`src/rtl/cache_mem_arbiter_if.sv`:
```
// Cache-side request/response and memory-side beat bus of the cache memory arbiter.
// The master modport is the arbiter's view; the slave modport is the caches/memory view.
interface cache_mem_arbiter_if #(
  parameter int PLEN       = 32,
  parameter int LINE_WIDTH = 128,
  parameter int BEAT_WIDTH = 32
);
  logic                  ic_req_valid_i;
  logic                  ic_req_ready_o;
  logic [PLEN-1:0]       ic_req_addr_i;
  logic                  ic_kill_i;
  logic                  ic_rsp_valid_o;
  logic [LINE_WIDTH-1:0] ic_rsp_data_o;
  logic                  dc_req_valid_i;
  logic                  dc_req_ready_o;
  logic [PLEN-1:0]       dc_req_addr_i;
  logic                  dc_rsp_valid_o;
  logic [LINE_WIDTH-1:0] dc_rsp_data_o;
  logic                  wb_req_valid_i;
  logic                  wb_req_ready_o;
  logic [PLEN-1:0]       wb_req_addr_i;
  logic [LINE_WIDTH-1:0] wb_req_data_i;
  logic                  wb_done_o;
  logic                  mem_req_valid_o;
  logic                  mem_req_ready_i;
  logic                  mem_req_we_o;
  logic [PLEN-1:0]       mem_req_addr_o;
  logic [BEAT_WIDTH-1:0] mem_req_wdata_o;
  logic                  mem_req_last_o;
  logic                  mem_rsp_valid_i;
  logic [BEAT_WIDTH-1:0] mem_rsp_data_i;

  modport master (
    input  ic_req_valid_i, ic_req_addr_i, ic_kill_i,
    input  dc_req_valid_i, dc_req_addr_i,
    input  wb_req_valid_i, wb_req_addr_i, wb_req_data_i,
    input  mem_req_ready_i, mem_rsp_valid_i, mem_rsp_data_i,
    output ic_req_ready_o, ic_rsp_valid_o, ic_rsp_data_o,
    output dc_req_ready_o, dc_rsp_valid_o, dc_rsp_data_o,
    output wb_req_ready_o, wb_done_o,
    output mem_req_valid_o, mem_req_we_o, mem_req_addr_o, mem_req_wdata_o, mem_req_last_o
  );

  modport slave (
    output ic_req_valid_i, ic_req_addr_i, ic_kill_i,
    output dc_req_valid_i, dc_req_addr_i,
    output wb_req_valid_i, wb_req_addr_i, wb_req_data_i,
    output mem_req_ready_i, mem_rsp_valid_i, mem_rsp_data_i,
    input  ic_req_ready_o, ic_rsp_valid_o, ic_rsp_data_o,
    input  dc_req_ready_o, dc_rsp_valid_o, dc_rsp_data_o,
    input  wb_req_ready_o, wb_done_o,
    input  mem_req_valid_o, mem_req_we_o, mem_req_addr_o, mem_req_wdata_o, mem_req_last_o
  );
endinterface

```
`src/rtl/cache_mem_arbiter.sv`:
```
// Shares one memory port between ICache refill, DCache refill and DCache writeback (ARB_ROUND_ROBIN_EN: dc/ic round-robin).
// Refill grant-to-response 2+BEATS cycles unstalled; mem_req_* held while ready is low; responses are unstallable pulses.
module cache_mem_arbiter #(
  parameter int PLEN       = 32,
  parameter int LINE_WIDTH = 128,
  parameter int BEAT_WIDTH = 32
) (
  input  logic                 clk_i,
  input  logic                 rst_ni,
  cache_mem_arbiter_if.master  bus
);
  localparam int BEATS = LINE_WIDTH / BEAT_WIDTH;
  localparam int CNT_W = $clog2(BEATS);
  localparam int OFF_W = $clog2(LINE_WIDTH / 8);
  localparam logic [CNT_W-1:0] LAST_BEAT = CNT_W'(BEATS - 1);

  typedef enum logic [2:0] {S_IDLE, S_RD_ADDR, S_RD_DATA, S_WR_BEAT, S_WR_ACK, S_RESP} state_t;
  typedef enum logic [1:0] {OWN_IC, OWN_DC, OWN_WB} owner_t;

  state_t                           r_state, w_state_nxt;
  owner_t                           r_owner;
  logic [CNT_W-1:0]                 r_beat;
  logic [BEATS-1:0][BEAT_WIDTH-1:0] r_line;
  logic [PLEN-1:0]                  r_addr;
  logic                             r_kill;
  logic                             w_gnt_wb, w_gnt_dc, w_gnt_ic, w_pick_ic;
  logic [PLEN-1:0]                  w_raw_addr;
  logic                             w_mem_vld, w_mem_we, w_mem_last;
  logic                             w_wb_done, w_ic_rsp, w_dc_rsp;
  logic                             w_last_beat;

`ifdef ARB_ROUND_ROBIN_EN
  logic r_rr_ptr;  // 1 = ic preferred on a dc/ic tie

  assign w_pick_ic = bus.ic_req_valid_i && (!bus.dc_req_valid_i || r_rr_ptr);

  always_ff @(posedge clk_i or negedge rst_ni) begin
    if (!rst_ni)       r_rr_ptr <= 1'b0;
    else if (w_gnt_dc) r_rr_ptr <= 1'b1;
    else if (w_gnt_ic) r_rr_ptr <= 1'b0;
  end
`else
  assign w_pick_ic = bus.ic_req_valid_i && !bus.dc_req_valid_i;
`endif

  always_comb begin
    w_gnt_wb = 1'b0;
    w_gnt_dc = 1'b0;
    w_gnt_ic = 1'b0;
    if (r_state == S_IDLE && rst_ni) begin
      if (bus.wb_req_valid_i)      w_gnt_wb = 1'b1;
      else if (w_pick_ic)          w_gnt_ic = 1'b1;
      else if (bus.dc_req_valid_i) w_gnt_dc = 1'b1;
    end
  end

  always_comb begin
    w_raw_addr = bus.ic_req_addr_i;
    if (w_gnt_wb)      w_raw_addr = bus.wb_req_addr_i;
    else if (w_gnt_dc) w_raw_addr = bus.dc_req_addr_i;
  end

  assign w_last_beat = (r_beat == LAST_BEAT);

  always_comb begin
    w_state_nxt = r_state;
    w_mem_vld   = 1'b0;
    w_mem_we    = 1'b0;
    w_mem_last  = 1'b0;
    w_wb_done   = 1'b0;
    w_ic_rsp    = 1'b0;
    w_dc_rsp    = 1'b0;
    unique case (r_state)
      S_IDLE: begin
        if (w_gnt_wb)                  w_state_nxt = S_WR_BEAT;
        else if (w_gnt_dc || w_gnt_ic) w_state_nxt = S_RD_ADDR;
      end
      S_RD_ADDR: begin
        w_mem_vld = 1'b1;
        if (bus.mem_req_ready_i) w_state_nxt = S_RD_DATA;
      end
      S_RD_DATA: begin
        if (bus.mem_rsp_valid_i && w_last_beat) w_state_nxt = S_RESP;
      end
      S_WR_BEAT: begin
        w_mem_vld  = 1'b1;
        w_mem_we   = 1'b1;
        w_mem_last = w_last_beat;
        if (bus.mem_req_ready_i && w_last_beat) w_state_nxt = S_WR_ACK;
      end
      S_WR_ACK: begin
        if (bus.mem_rsp_valid_i) begin
          w_wb_done   = 1'b1;
          w_state_nxt = S_IDLE;
        end
      end
      S_RESP: begin
        // A kill in the response cycle itself must still suppress the pulse.
        w_ic_rsp    = (r_owner == OWN_IC) && !r_kill && !bus.ic_kill_i;
        w_dc_rsp    = (r_owner == OWN_DC);
        w_state_nxt = S_IDLE;
      end
      default: w_state_nxt = S_IDLE;
    endcase
  end

  always_ff @(posedge clk_i or negedge rst_ni) begin
    if (!rst_ni) begin
      r_state <= S_IDLE;
      r_owner <= OWN_IC;
      r_beat  <= '0;
      r_line  <= '0;
      r_addr  <= '0;
      r_kill  <= 1'b0;
    end else begin
      r_state <= w_state_nxt;
      if (r_state == S_IDLE) begin
        r_kill <= w_gnt_ic && bus.ic_kill_i;
        if (w_gnt_wb || w_gnt_dc || w_gnt_ic) begin
          r_addr <= {w_raw_addr[PLEN-1:OFF_W], {OFF_W{1'b0}}};
        end
        if (w_gnt_wb) begin
          r_owner <= OWN_WB;
          r_line  <= bus.wb_req_data_i;
        end else if (w_gnt_dc) begin
          r_owner <= OWN_DC;
        end else if (w_gnt_ic) begin
          r_owner <= OWN_IC;
        end
      end else if (r_owner == OWN_IC && bus.ic_kill_i) begin
        r_kill <= 1'b1;
      end
      if (r_state == S_RD_DATA && bus.mem_rsp_valid_i) begin
        r_line[r_beat] <= bus.mem_rsp_data_i;
        r_beat         <= w_last_beat ? '0 : r_beat + 1'b1;
      end
      if (r_state == S_WR_BEAT && bus.mem_req_ready_i) begin
        r_beat <= w_last_beat ? '0 : r_beat + 1'b1;
      end
    end
  end

  assign bus.ic_req_ready_o  = w_gnt_ic;
  assign bus.dc_req_ready_o  = w_gnt_dc;
  assign bus.wb_req_ready_o  = w_gnt_wb;
  assign bus.ic_rsp_valid_o  = w_ic_rsp;
  assign bus.dc_rsp_valid_o  = w_dc_rsp;
  assign bus.ic_rsp_data_o   = w_ic_rsp ? r_line : '0;
  assign bus.dc_rsp_data_o   = w_dc_rsp ? r_line : '0;
  assign bus.wb_done_o       = w_wb_done;
  assign bus.mem_req_valid_o = w_mem_vld;
  assign bus.mem_req_we_o    = w_mem_we;
  assign bus.mem_req_last_o  = w_mem_last;
  assign bus.mem_req_addr_o  = w_mem_vld ? r_addr : '0;
  assign bus.mem_req_wdata_o = w_mem_we ? r_line[r_beat] : '0;
endmodule

```
`src/flat_wrapper.sv`:
```
// flat-port wrapper written by rule: the top's interface ports become plain ports
module cache_mem_arbiter_flat 
#(
  parameter int PLEN       = 32,
  parameter int LINE_WIDTH = 128,
  parameter int BEAT_WIDTH = 32
)
  (clk_i, rst_ni, bus_ic_req_valid_i, bus_ic_req_addr_i, bus_ic_kill_i, bus_dc_req_valid_i, bus_dc_req_addr_i, bus_wb_req_valid_i, bus_wb_req_addr_i, bus_wb_req_data_i, bus_mem_req_ready_i, bus_mem_rsp_valid_i, bus_mem_rsp_data_i, bus_ic_req_ready_o, bus_ic_rsp_valid_o, bus_ic_rsp_data_o, bus_dc_req_ready_o, bus_dc_rsp_valid_o, bus_dc_rsp_data_o, bus_wb_req_ready_o, bus_wb_done_o, bus_mem_req_valid_o, bus_mem_req_we_o, bus_mem_req_addr_o, bus_mem_req_wdata_o, bus_mem_req_last_o);
  cache_mem_arbiter_if #(.PLEN(PLEN), .LINE_WIDTH(LINE_WIDTH), .BEAT_WIDTH(BEAT_WIDTH)) bus_i ();
  input  logic clk_i;
  input  logic rst_ni;
  input wire logic [$bits(bus_i.ic_req_valid_i)-1:0] bus_ic_req_valid_i;
  input wire logic [$bits(bus_i.ic_req_addr_i)-1:0] bus_ic_req_addr_i;
  input wire logic [$bits(bus_i.ic_kill_i)-1:0] bus_ic_kill_i;
  input wire logic [$bits(bus_i.dc_req_valid_i)-1:0] bus_dc_req_valid_i;
  input wire logic [$bits(bus_i.dc_req_addr_i)-1:0] bus_dc_req_addr_i;
  input wire logic [$bits(bus_i.wb_req_valid_i)-1:0] bus_wb_req_valid_i;
  input wire logic [$bits(bus_i.wb_req_addr_i)-1:0] bus_wb_req_addr_i;
  input wire logic [$bits(bus_i.wb_req_data_i)-1:0] bus_wb_req_data_i;
  input wire logic [$bits(bus_i.mem_req_ready_i)-1:0] bus_mem_req_ready_i;
  input wire logic [$bits(bus_i.mem_rsp_valid_i)-1:0] bus_mem_rsp_valid_i;
  input wire logic [$bits(bus_i.mem_rsp_data_i)-1:0] bus_mem_rsp_data_i;
  output wire logic [$bits(bus_i.ic_req_ready_o)-1:0] bus_ic_req_ready_o;
  output wire logic [$bits(bus_i.ic_rsp_valid_o)-1:0] bus_ic_rsp_valid_o;
  output wire logic [$bits(bus_i.ic_rsp_data_o)-1:0] bus_ic_rsp_data_o;
  output wire logic [$bits(bus_i.dc_req_ready_o)-1:0] bus_dc_req_ready_o;
  output wire logic [$bits(bus_i.dc_rsp_valid_o)-1:0] bus_dc_rsp_valid_o;
  output wire logic [$bits(bus_i.dc_rsp_data_o)-1:0] bus_dc_rsp_data_o;
  output wire logic [$bits(bus_i.wb_req_ready_o)-1:0] bus_wb_req_ready_o;
  output wire logic [$bits(bus_i.wb_done_o)-1:0] bus_wb_done_o;
  output wire logic [$bits(bus_i.mem_req_valid_o)-1:0] bus_mem_req_valid_o;
  output wire logic [$bits(bus_i.mem_req_we_o)-1:0] bus_mem_req_we_o;
  output wire logic [$bits(bus_i.mem_req_addr_o)-1:0] bus_mem_req_addr_o;
  output wire logic [$bits(bus_i.mem_req_wdata_o)-1:0] bus_mem_req_wdata_o;
  output wire logic [$bits(bus_i.mem_req_last_o)-1:0] bus_mem_req_last_o;
  assign bus_i.ic_req_valid_i = bus_ic_req_valid_i;
  assign bus_i.ic_req_addr_i = bus_ic_req_addr_i;
  assign bus_i.ic_kill_i = bus_ic_kill_i;
  assign bus_i.dc_req_valid_i = bus_dc_req_valid_i;
  assign bus_i.dc_req_addr_i = bus_dc_req_addr_i;
  assign bus_i.wb_req_valid_i = bus_wb_req_valid_i;
  assign bus_i.wb_req_addr_i = bus_wb_req_addr_i;
  assign bus_i.wb_req_data_i = bus_wb_req_data_i;
  assign bus_i.mem_req_ready_i = bus_mem_req_ready_i;
  assign bus_i.mem_rsp_valid_i = bus_mem_rsp_valid_i;
  assign bus_i.mem_rsp_data_i = bus_mem_rsp_data_i;
  assign bus_ic_req_ready_o = bus_i.ic_req_ready_o;
  assign bus_ic_rsp_valid_o = bus_i.ic_rsp_valid_o;
  assign bus_ic_rsp_data_o = bus_i.ic_rsp_data_o;
  assign bus_dc_req_ready_o = bus_i.dc_req_ready_o;
  assign bus_dc_rsp_valid_o = bus_i.dc_rsp_valid_o;
  assign bus_dc_rsp_data_o = bus_i.dc_rsp_data_o;
  assign bus_wb_req_ready_o = bus_i.wb_req_ready_o;
  assign bus_wb_done_o = bus_i.wb_done_o;
  assign bus_mem_req_valid_o = bus_i.mem_req_valid_o;
  assign bus_mem_req_we_o = bus_i.mem_req_we_o;
  assign bus_mem_req_addr_o = bus_i.mem_req_addr_o;
  assign bus_mem_req_wdata_o = bus_i.mem_req_wdata_o;
  assign bus_mem_req_last_o = bus_i.mem_req_last_o;
  cache_mem_arbiter #(.PLEN(PLEN), .LINE_WIDTH(LINE_WIDTH), .BEAT_WIDTH(BEAT_WIDTH)) u_core (.clk_i(clk_i), .rst_ni(rst_ni), .bus(bus_i));
endmodule
```
`config.mk`:
```
export PLATFORM = sky130hd
export DESIGN_NAME = cache_mem_arbiter_flat
export DESIGN_NICKNAME = d
export VERILOG_FILES = /design/src/rtl/cache_mem_arbiter_if.sv /design/src/rtl/cache_mem_arbiter.sv /design/src/flat_wrapper.sv
export SDC_FILE = /design/constraint.sdc
export NUM_CORES = 1
export LEC_CHECK = 0
export BUFFER_PORTS_ARGS = -buffer_cell sky130_fd_sc_hd__buf_2
export CAP_MARGIN = 5
export CELL_PAD_IN_SITES_DETAIL_PLACEMENT = 1
export CELL_PAD_IN_SITES_GLOBAL_PLACEMENT = 2
export CORE_AREA = 3 3 227 229
export DETAILED_ROUTE_END_ITERATION = 8
export DIE_AREA = 0 0 230 232
export PLACE_DENSITY_LB_ADDON = 0.12
export RECOVER_POWER = 50
export SLEW_MARGIN = 10
export SYNTH_ARGS = -nofsm -noshare
export SYNTH_HDL_FRONTEND = slang
export SYNTH_SLANG_ARGS = --single-unit
```
`constraint.sdc`:
```
create_clock -name clk_i -period 5.65 [get_ports clk_i]
set_input_delay 1.13 -clock clk_i [delete_from_list [all_inputs] [get_ports clk_i]]
set_output_delay 1.13 -clock clk_i [all_outputs]
set_load 0.03 [all_outputs]
```
==> impl_metrics.json <==
{
  "period_needed_ps": 4790,
  "reg2reg_slack_ps": 1080,
  "tns_ps": 0,
  "grtUsageTotal_pct": 24.1,
  "route.detailed.drc": 0,
  "hold_ws_ps": 532,
  "die_area_um2": 53400,
  "path_clk_slew_ps": 80,
  "cts_tree": "done",
  "root_buffer": "clkbuf_16",
  "cp-endpoint": "u_core.r_line[77]",
  "fmaxAchievable_ghz": 0.209,
  "cp.required_ps": 6020,
  "synthTopCellsByArea": "dfrtp_1 35%, and2_1 15%, a32oi_1 9.5%, a21oi_1 6.6%, mux4_2 6.1%",
  "ys_seq_elements": 164,
  "startpoint_type": "primary input",
  "critPathMaxFanout": 76,
  "hp-class": "flop to flop",
  "finalWeightedCongestion": 0.776,
  "reg2reg_from": "u_core.r_beat[1]",
  "synth_top_area_share_pct": 34.7,
  "vias_per_cell": 5.30,
  "drive_gt1_share_pct": 36.3,
  "cts_resized": 0,
  "tightest_slew_ps": 2510,
  "synth_edf_count": 0,
  "yosysWarnings": 0,
  "drtPass1Iterations": 4,
  "reg2reg_depth": 5,
  "cts_hold_buf": 0,
  "ys.flop_type": "dfrtp_1",
  "first_iter_violations": 823,
  "overflow": 0,
  "vias": 13476,
  "final_area_um2": 15700,
  "io_pins": 593,
  "outcome": "complete, but fails checks",
  "coreArea_um2": 49900,
  "initial_core_util_pct": 23.7,
  "vdd_ir_drop_max_mv": 0.252,
  "synth_area_um2": 11800,
  "syn_inst": 1410,
  "powerDensity_nw_per_um2": 495,
  "rsz0062_at_grt": "false",
  "synth_top_area_cell": "dfrtp_1",
  "die_h_um": 232,
  "final.period_utilization_pct": 84.7,
  "dieWidth_um": 230,
  "cp.arrival_ps": 5150,
  "final_cell_mix": "574 x buf_2, 285 x and2_1, 162 x dfrtp_1",
  "final.fill_count": 6053,
  "drv_cap": 6,
  "synth_area_per_cell_um2": 8.39,
  "placed_area_um2": 15100,
  "r2r-end": "u_core.r_state[0]",
  "cts_buffers": 17,
  "drt_wl_total_um": 66500,
  "setup_ws_ps": 864,
  "insertion_delay_ps": 450,
  "synthDistinctLibCells": 40,
  "ant_nets": 0,
  "fp-row-count": 82,
  "pre_cts_ws_ps": 1690,
  "critPathLaunch": "rst_ni",
  "syn2layout_area_growth_pct": 32.6,
  "finalSetupViolCount": 0,
  "criticalPathCategory": "primary input to flop",
  "grt_pass1_wl_um": 97600,
  "end_kind": "flop",
  "finalHoldViolations": 0,
  "port_buffers": 576,
  "layout_commonest_cell": "buf_2",
  "routedWlPerCell_um": 26.2,
  "cts.sinks": 164,
  "failed_checks": "max-capacitance violations, max-slew violations",
  "leakagePower_nw": 7.23,
  "antenna_found_initial": 29,
  "seq_area_frac_synth_pct": 34.7,
  "grt_pass1_vias": 14208,
  "h-tree-depth": 4,
  "clock_skew_ps": 14.8,
  "nNetsFinal": 2111,
  "min-delay-start": "u_core.r_owner[0]",
  "synthArstFlopShare_pct": 100,
  "drv_slew": 248,
  "max_slew_margin_pct": -67.3,
  "clockBufferDepth": 2,
  "grt_max_degree": 122,
  "place_hpwl_um": 45200,
  "post_cts_buffers": 0
}
## critical path: stages
cell and delay [ps]:
clkbuf_8 370, nor4b_1 370, clkbuf_2 1430, clkbuf_2 1250
a32oi_1 270, a21oi_1 240
## sequential cells by signal, indices dropped and copies added (netlist names)
| name | cells |
|---|---|
| u_core.r_addr | 28 |
| u_core.r_beat | 2 |
| u_core.r_kill | 1 |
| u_core.r_line | 128 |
| u_core.r_owner | 2 |
| u_core.r_state | 3 |
## report_power, final
| part | internal, mW | switching, mW |
|---|---|---|
| combinational | 1.36 | 2.49 |
| clock | 0.675 | 0.555 |
| sequential | 1.78 | 0.908 |
## cell families (layout without fill, tap and decap cells)
group,count (synthesis),in the layout,share of synthesized area (%)
DFF,164,164,34.7
AOI/OAI and AO/OA,480,480,25.7
muxes,35,35,6.37
other,1,19,0.0317
buffers and inverters,201,644,6.76
adders and majority gates,4,4,0.423
and+or+nand+nor,525,525,26.0
## per-stage QoR
step | instances | power [mW] | util, %
final | 2543 | 7.77 | 31.5
after global routing | 2539 | 8.31 | 31.5
after CTS | 2528 | 7.88 | 31.5
after detailed placement | 2496 | 6.63 | 30.3
after global placement | 2496 | 6.53 | 30.3
after floorplan | 1413 | 4.88 | -
## worst min path at each step
stage                             end  slack, ps  cells past startpoint
floorplan           u_core.r_owner[0]        470                      1
global placement    u_core.r_owner[0]        510                      1
detailed placement  u_core.r_owner[0]        510                      1
CTS                 u_core.r_owner[0]        530                      1
global route        u_core.r_owner[0]        560                      1
finish              u_core.r_owner[0]        530                      1
## per-layer routing
metal | GRT usage, % | vias to the layer above | part of all wire [%]
met3 | 5.48 | 91 | 5.5
met2 | 41.5 | 448 | 50
met5 | 0 | - | 0.22
li1 | - | 6075 | -
met4 | 8.20 | 24 | 2.3
met1 | 29.8 | 6838 | 42
## synth_stat cells (all sizes together), types with 2 or more instances
cell type  number
mux2            2
nor3          130
a32oi         128
dfrtp         164
a31oi          29
or3             2
buf            31
a21oi         157
ha              4
a211oi          2
nand4bb         2
o22ai           2
o221ai         28
and3           34
mux4           32
nor2b           2
and2          285
inv            10
clkbuf        159
o21ai         130
nor2            4
nand2b         28
nand2          31
## cell type report
class	instances	area (um2)	share of cell area (%)
sequential	164	4110	26.2
multi-input combinational	1048	6970	44.4
tap	672	841	5.36
inverter	11	43.8	0.279
clock inverter	12	129	0.821
clock buffer	20	457	2.91
antenna	15	37.5	0.239
timing repair buffer	601	3100	19.8
(Power assumes the default switching activity.)
